[config.mk]
export PLATFORM = sky130hd
export DESIGN_NAME = ps2_voice_allocator
export DESIGN_NICKNAME = d
export VERILOG_FILES = /design/src/rtl/ps2_voice_allocator.sv
export SDC_FILE = /design/constraint.sdc
export NUM_CORES = 1
export LEC_CHECK = 0
export BUFFER_PORTS_ARGS = -buffer_cell sky130_fd_sc_hd__buf_2
export CORE_MARGIN = 1
export CORE_UTILIZATION = 45
export DETAILED_ROUTE_END_ITERATION = 16
export PLACE_DENSITY = 0.75
export SETUP_SLACK_MARGIN = 0.5
export SLEW_MARGIN = 0
export SYNTH_ARGS = -nofsm -noshare
export SYNTH_HDL_FRONTEND = slang
export SYNTH_SLANG_ARGS = --single-unit
[constraint.sdc]
create_clock -name sys_clk -period 8.1 [get_ports sys_clk]
set_input_delay 1.62 -clock sys_clk [delete_from_list [all_inputs] [get_ports sys_clk]]
set_output_delay 1.62 -clock sys_clk [all_outputs]
set_load 0.01 [all_outputs]
[src/rtl/ps2_voice_allocator.sv]
// Polyphonic voice allocator: parses PS/2 make/break/extended bytes and
// maps held musical keys onto NUM_VOICES tone generators, stealing the oldest.
// Ports: sys_clk, reset (async, active-low), scan_valid/scan_byte (byte strobe),
//   all_off (panic), voice_on, voice_code (8 bits per voice), voice_trig, steal.
module ps2_voice_allocator #(
  parameter int NUM_VOICES  = 4,
  parameter int AGE_W       = 4,
  parameter int TIMEOUT_CYC = 50000
) (
  input  logic                    sys_clk,
  input  logic                    reset,
  input  logic                    scan_valid,
  input  logic [7:0]              scan_byte,
  input  logic                    all_off,
  output logic [NUM_VOICES-1:0]   voice_on,
  output logic [8*NUM_VOICES-1:0] voice_code,
  output logic [NUM_VOICES-1:0]   voice_trig,
  output logic                    steal
);

  localparam int IW = $clog2(NUM_VOICES);
  localparam int TW = $clog2(TIMEOUT_CYC + 1);
  localparam logic [AGE_W-1:0] AGE_MAX = '1;
  localparam logic [TW-1:0] TMO_LAST = TW'(TIMEOUT_CYC - 1);

  typedef enum logic [1:0] {
    IDLE,
    BRK,
    EXT,
    EXT_BRK
  } state_t;

  state_t state_q, state_d;
  logic [TW-1:0] tmo_q;
  logic tmo_expire;

  logic [7:0]       code_q [NUM_VOICES];
  logic [AGE_W-1:0] age_q  [NUM_VOICES];

  logic do_make, do_rel;
  logic hit, free_any;
  logic [IW-1:0] free_idx, old_idx, sel_idx;
  logic [AGE_W-1:0] old_age;

  function automatic logic is_musical(input logic [7:0] b);
    unique case (b)
      8'h15, 8'h1D, 8'h1C, 8'h1B, 8'h24,
      8'h23, 8'h2B, 8'h2C, 8'h34, 8'h35,
      8'h33, 8'h3B, 8'h43, 8'h42, 8'h44,
      8'h4B, 8'h4D, 8'h4C, 8'h52, 8'h5B:
        is_musical = 1'b1;
      default:
        is_musical = 1'b0;
    endcase
  endfunction

  // State register and prefix timeout counter
  always_ff @(posedge sys_clk or negedge reset) begin
    if (!reset) begin
      state_q <= IDLE;
      tmo_q   <= '0;
    end else begin
      state_q <= state_d;
      if (all_off || scan_valid || state_q == IDLE || tmo_expire)
        tmo_q <= '0;
      else
        tmo_q <= tmo_q + 1'b1;
    end
  end

  assign tmo_expire = (state_q != IDLE) && !scan_valid
                      && (tmo_q == TMO_LAST);

  // Next-state logic
  always_comb begin
    state_d = state_q;
    if (all_off) begin
      state_d = IDLE;
    end else if (scan_valid) begin
      unique case (state_q)
        IDLE: begin
          unique case (1'b1)
            scan_byte == 8'hF0: state_d = BRK;
            scan_byte == 8'hE0: state_d = EXT;
            default:            state_d = IDLE;
          endcase
        end
        EXT:     state_d = (scan_byte == 8'hF0) ? EXT_BRK : IDLE;
        BRK:     state_d = IDLE;
        EXT_BRK: state_d = IDLE;
        default: state_d = IDLE;
      endcase
    end else if (tmo_expire) begin
      state_d = IDLE;
    end
  end

  // Action decode
  always_comb begin
    do_make = 1'b0;
    do_rel  = 1'b0;
    if (!all_off && scan_valid) begin
      do_make = (state_q == IDLE) && is_musical(scan_byte);
      do_rel  = (state_q == BRK);
    end
  end

  // Voice selection: repeat hit, lowest free, else oldest (ties low)
  always_comb begin
    hit      = 1'b0;
    free_any = 1'b0;
    free_idx = '0;
    old_idx  = '0;
    old_age  = age_q[0];
    for (int i = 0; i < NUM_VOICES; i++)
      if (voice_on[i] && code_q[i] == scan_byte)
        hit = 1'b1;
    for (int i = NUM_VOICES - 1; i >= 0; i--)
      if (!voice_on[i]) begin
        free_any = 1'b1;
        free_idx = IW'(i);
      end
    for (int i = 1; i < NUM_VOICES; i++)
      if (age_q[i] > old_age) begin
        old_age = age_q[i];
        old_idx = IW'(i);
      end
    sel_idx = free_any ? free_idx : old_idx;
  end

  // Voice state
  always_ff @(posedge sys_clk or negedge reset) begin
    if (!reset) begin
      voice_on   <= '0;
      voice_trig <= '0;
      steal      <= 1'b0;
      for (int i = 0; i < NUM_VOICES; i++) begin
        code_q[i] <= 8'hF0;
        age_q[i]  <= '0;
      end
    end else begin
      voice_trig <= '0;
      steal      <= 1'b0;
      if (all_off) begin
        voice_on <= '0;
        for (int i = 0; i < NUM_VOICES; i++) begin
          code_q[i] <= 8'hF0;
          age_q[i]  <= '0;
        end
      end else if (do_make && !hit) begin
        steal <= !free_any;
        for (int i = 0; i < NUM_VOICES; i++) begin
          if (i == int'(sel_idx)) begin
            voice_on[i]   <= 1'b1;
            voice_trig[i] <= 1'b1;
            code_q[i]     <= scan_byte;
            age_q[i]      <= '0;
          end else if (voice_on[i] && age_q[i] != AGE_MAX) begin
            age_q[i] <= age_q[i] + 1'b1;
          end
        end
      end else if (do_rel) begin
        for (int i = 0; i < NUM_VOICES; i++)
          if (code_q[i] == scan_byte) begin
            voice_on[i] <= 1'b0;
            code_q[i]   <= 8'hF0;
          end
      end
    end
  end

  for (genvar g = 0; g < NUM_VOICES; g++) begin : g_code
    assign voice_code[8*g +: 8] = code_q[g];
  end

endmodule

# --- After elaboration in Yosys (flattened, before gate mapping) ---
# Index checks and enable logic that the tools add are counted.
word_totals:
  romBits: 0
  ram_bits: 0
  n_memories: 0
  out_inout_bits: 41
  register_bits: 75
  latch_bits: 0
  elab_cells: 178
  in_bits: 12
classes:
  div: 0
  shifts: 0
  eq_ne: 41
  n_lt_le_gt_ge: 3
  addsub: 5
  n_reduce_logical: 44
  mux: 69
  mul: 0
  bitwise: 0
ops:
  columns: ["cell", "count"]
  rows:
  - ["two-way mux 32 bit", 3]
  - ["== test 8 x 6 -> 1 bit (second input constant)", 8]
  - ["== test 8 x 7 -> 1 bit (second input constant)", 8]
  - ["two-way mux 8 bit", 8]
  - ["two-way mux 4 bit", 15]
  - ["two-way mux 16 bit", 3]
  - ["== test 8 x 5 -> 1 bit (second input constant)", 4]
  - ["== test 8 bit", 4]
  - ["nonzero test 3 bit", 10]
  - ["two-way mux 1 bit", 27]
  - ["two-way mux 2 bit", 11]
  - ["OR reduction 20 bit", 1]
  - ["adder 16 x 1 -> 16 bit (second input constant)", 1]
  - ["adder 4 x 1 -> 4 bit (second input constant)", 4]
  - ["== test 16 bit (second input constant)", 1]
  - ["== test 8 bit (second input constant)", 2]
  - ["inequality test 4 bit (second input constant)", 4]
  - ["logical AND 1 bit", 13]
  - ["greater-than comparator 4 bit", 3]
  - ["inequality test 3 x 2 -> 1 bit (second input constant)", 4]
  - ["AND reduction 3 bit", 4]
  - ["AND reduction 2 bit", 4]
  - ["one-hot mux 2 bit (3 select lines)", 1]
  - ["== test 2 bit (first input constant)", 2]
  - ["other kinds (9)", 17]

# --- Longest topological paths before layout ---
depth:
  ltp_word: 11
  depth_mapped: 21
  depth_no_buf: 21

# --- Least setup slack after synthesis ---
# No wires, ideal clock.
synth_path:
  path_kind: "reg-to-reg"
  start: "register age_q[15] in the netlist's numbering"
  end: "register code_q, in the netlist voice_code[10]"
  setup_slack_ns: 3.667
  path_buffers: 0
  stages_incl_launch_ff: 19
  required_time_ns: 8.033
  synth_period_minus_slack_ns: 4.433
  setup_time_ns: 0.067
  arrival_time_ns: 4.366
  cell_sequence: "dfrtp_1 -> inv_1 -> ha_1 -> and4_1 -> a21oi_1 -> mux2_2 -> ha_1 -> nand2b_1 -> a21oi_1 -> o21a_1 -> mux2_2 -> ha_1 -> nor2b_1 -> o21ai_0 -> a21oi_1 -> nor3_1 -> o21ai_1 -> a21boi_0 -> a22o_1"
synth_via:
  elab_chain_len: 10
  word_cells_on_any_way: 12
  classes_between: "order compare: 3; eq/ne: 2; mux: 6; reduce/logical: 1"
synth_lines:
  columns: ["element", "line", "rtl"]
  rows:
  - ["start: declaration", "38", "logic [AGE_W-1:0] age_q [NUM_VOICES];"]
  - ["start signal: indexed assignment", "159", "age_q[i] <= age_q[i] + 1'b1;"]
  - ["greater-than comparator 4 bit", "124", "if (age_q[i] > old_age) begin"]
  - ["two-way mux 4 bit", "124", null]
  - ["greater-than comparator 4 bit", "124", null]
  - ["two-way mux 4 bit", "124", null]
  - ["greater-than comparator 4 bit", "124", null]
  - ["two-way mux 2 bit (*)", "124", null]
  - ["two-way mux 2 bit (*)", "128", "sel_idx = free_any ? free_idx : old_idx;"]
  - ["== test 2 bit (*)", "153", "if (i == int'(sel_idx)) begin"]
  - ["inequality test 3 x 2 -> 1 bit (no source line) (*)", null, null]
  - ["AND reduction 3 bit (no source line) (*)", null, null]
  - ["end signal: indexed assignment", "156", "code_q[i] <= scan_byte;"]
  - ["end: declaration", "37", "logic [7:0] code_q [NUM_VOICES];"]
# Every way passes the cells marked *; elsewhere a longest branch is shown, timed or not.
# A chain may end at the register's enable or synchronous reset.

# --- Final worst setup path ---
layout_path:
  start: "register age_q[15] in the netlist's numbering"
  end: "register code_q, in the netlist voice_code[9]"
# The elaborated chain is that of the path after synthesis.

==> metrics <==
Slew Limit Fails 0; fin crit share 0.640; Worst-Skew Late Latency 370 ps; GRT overflow 0; Cells after Synth 445; Slew headroom 0.312; H-Tree Depth 3; Slew @ Worst Pin around 1000 ps; width of the chip 100 um; n_diodes 0; dpl ws 3000 ps; Avg Inst Size Synth ~9.7 um^2; Clock power frac 0.414; # hold bufs at CTS 0; Root Buffer clkbuf_8; post-route ant nets 0; Core Area just over 0.009 mm^2; drt initial violations between 200 and 250; final hold slack 461 ps; Mapped Area between 0.004 and 0.005 mm^2; Max IR drop VDD 0.0997 mV; Initial Utilization 0.467; Combinational Power Share 0.071; largest net degree at the start of global routing 76; layout cells sized above 1 0.204; Die Ht 100 um; post-CTS sizing 0; final worst path period need roughly 5200 ps; Hold Path Depth 1; number of synthesis warnings 0; DP HPWL 7370 um; Cell Chain, Critical Path inv_1, ha_1, and4_1, a21oi_1, mux2_2, ha_1, nand2b_1, a21oi_1, o21a_1, mux2_2, ha_1, nor2b_1, o21ai_0, a21oi_1, nor3_1, o21ai_1, a21boi_0, a22o_1; ys async rst share 1.00; Post-synth EDFFs 0; leak pwr roughly 2.1 nW; number of max-cap violations 0; worst-path fanout max 9; setup_tns 0 ps; # Post-CTS Setup Buffers 0; pwr/cell area 150 mW/mm^2; Clock transition at path regs ~80 ps; Site Rows 35; via count 3679; HP Start tmo_q[0]$_DFF_PN0_; post-route worst setup slack 2920 ps; routability congestion estimate 0.858; P_int 0.000545 W; Hold Path End tmo_q[0]$_DFF_PN0_; Req. time, crit path 8400 ps; register-to-register setup slack a little under 3000 ps; most common cell after layout, fill and taps aside dfrtp_1; number of setup violations in the final report 0; syn_nets approximately 470; vias per std cell slightly below 6; Critical Path AT 5480 ps; Top Ports 53; Netlist cell types between 50 and 60; post-synthesis register bit count 75; final wirelength 10600 um; Nets 520; Routed WL per cell 16.9 um; vias in the first global route 3582; RSZ-0062 raised after global routing false; initial antenna violation count 0; Sw Pwr between 0.00015 and 0.0002 W; most frequent cells in the layout dfrtp_1 (59), buf_2 (51), nor2_1 (43); total power ~0.00073 W; worst hold path class reg -> reg; worst flop-to-flop path endpoint voice_code[9]$_DFFE_PN0P_; Worst Skew 19.8 ps; fmax 193 MHz; Crit path depth 18; Num CTS Buffers 9; clock tree buffer depth 2; crit path kind reg -> reg; die area 0.0100 mm^2; final hold violations 0; DR pass1 iterations 4; Top delay family on crit path compound AO/OA/AOI/OAI gates; outcome complete, no violations; Main synth FF type dfrtp_1; Worst R2R Start age_q[15]$_DFFE_PN0P_; Final Core Density 0.526; CTS tree yes; CP max stage cell a21oi_1; first-pass GRT wire length 17800 um; Sw Share 0.258; Seq/Total Area, Yosys 0.438; Startpoint Class flop; total track usage 0.226; CTS Sinks 75; # port buffers 52; crit end category flop; Seq pwr share 0.515; DRC viols 0; Buf/Inv on CP 1; Synth-to-Final Area Change 12.8%; slowest stage delay, CP 490 ps; R2R cell count 18
[worst register-to-register path: stages (launching register included)]
cell and delay [ps]:
dfrtp_1 400, inv_1 150, ha_1 290, and4_1 200, a21oi_1 490, mux2_2 420, ha_1 170, nand2b_1 130
a21oi_1 130, o21a_1 260, mux2_2 370, ha_1 290, nor2b_1 130, o21ai_0 160, a21oi_1 150, nor3_1 430
o21ai_1 260, a21boi_0 490, a22o_1 210
[Yosys cell counts, types with 9 or more instances]
master / n / area [um^2]
ha_1: 17 / 213
xor2_1: 33 / 289
inv_1: 20 / 75.1
o21ai_0: 18 / 90.1
a22o_1: 18 / 158
nand2_1: 27 / 101
a21oi_1: 20 / 100
nand3_1: 15 / 75.1
nand4_1: 15 / 93.8
dfstp_2: 16 / 420
dfrtp_1: 59 / 1480
nor2_1: 43 / 161
xnor2_1: 13 / 114
buf_2: 9 / 45.0
[state kept, by name, indices dropped and copies added, names as in the netlist]
signal	cells
steal	1
voice_code	32
state_q	2
age_q	16
tmo_q	16
voice_on	4
voice_trig	4
[kinds of logic after synthesis]
family | Yosys count | synth area share
AO/OA/AOI/OAI | 109 | 0.178
XOR/XNOR | 46 | 0.0930
adder cells (fa/ha/maj) | 18 | 0.0517
buffers and inverters | 39 | 0.0390
flip-flops | 75 | 0.438
multiplexers | 11 | 0.0292
AND/OR/NAND/NOR | 147 | 0.172
[layer usage]
layer / part of all wire / vias to the layer above / global-route usage
li1: - / 1711 / -
met4: 0.018 / 0 / 0.0925
met1: 0.44 / 1822 / 0.299
met2: 0.49 / 124 / 0.366
met5: 0 / - / 0
met3: 0.052 / 22 / 0.0425
[layout make-up]
cell class | count | area, um^2
clock inverters | 6 | 70.1
fillers | 862 | 4400
repair buffers | 54 | 278
inverters | 20 | 75.1
well taps | 129 | 161
multi-input cells | 331 | 2270
flip-flops and latches | 75 | 1900
clock buffers | 10 | 138
[worst max-delay path by stage]
stage / start / end / slack, ps
5_1_grt: age_q[13]$_DFFE_PN0P_ / voice_code[10]$_DFFE_PN0P_ / 2480
2_1_floorplan: age_q[15]$_DFFE_PN0P_ / voice_code[10]$_DFFE_PN0P_ / 3670
4_1_cts: age_q[15]$_DFFE_PN0P_ / voice_code[10]$_DFFE_PN0P_ / 2970
3_3_place_gp: age_q[15]$_DFFE_PN0P_ / voice_code[10]$_DFFE_PN0P_ / 3150
6_report: age_q[15]$_DFFE_PN0P_ / voice_code[9]$_DFFE_PN0P_ / 2920
3_5_place_dp: age_q[15]$_DFFE_PN0P_ / voice_code[11]$_DFFE_PN0P_ / 3000
[through the flow]
| step | cell area [um^2] | std cells |
|---|---|---|
| global placement | 4680 | 609 |
| detailed placement | 4680 | 609 |
| CTS | 4890 | 625 |
| floorplan | 4330 | 445 |
| finish | 4890 | 625 |
| global route | 4890 | 625 |
[power groups by stage]
| stage | registers, W | logic [W] | clock network [W] |
|---|---|---|---|
| after floorplan | 0.000385 | 0.0000315 | 0 |
| after global placement | 0.000385 | 0.0000502 | 0 |
| after CTS | 0.000378 | 0.0000516 | 0.000312 |
| after detailed placement | 0.000385 | 0.0000511 | 0 |
| final | 0.000378 | 0.0000518 | 0.000304 |
| after global routing | 0.000379 | 0.0000576 | 0.000326 |
Power figures use the tool's default switching activity.
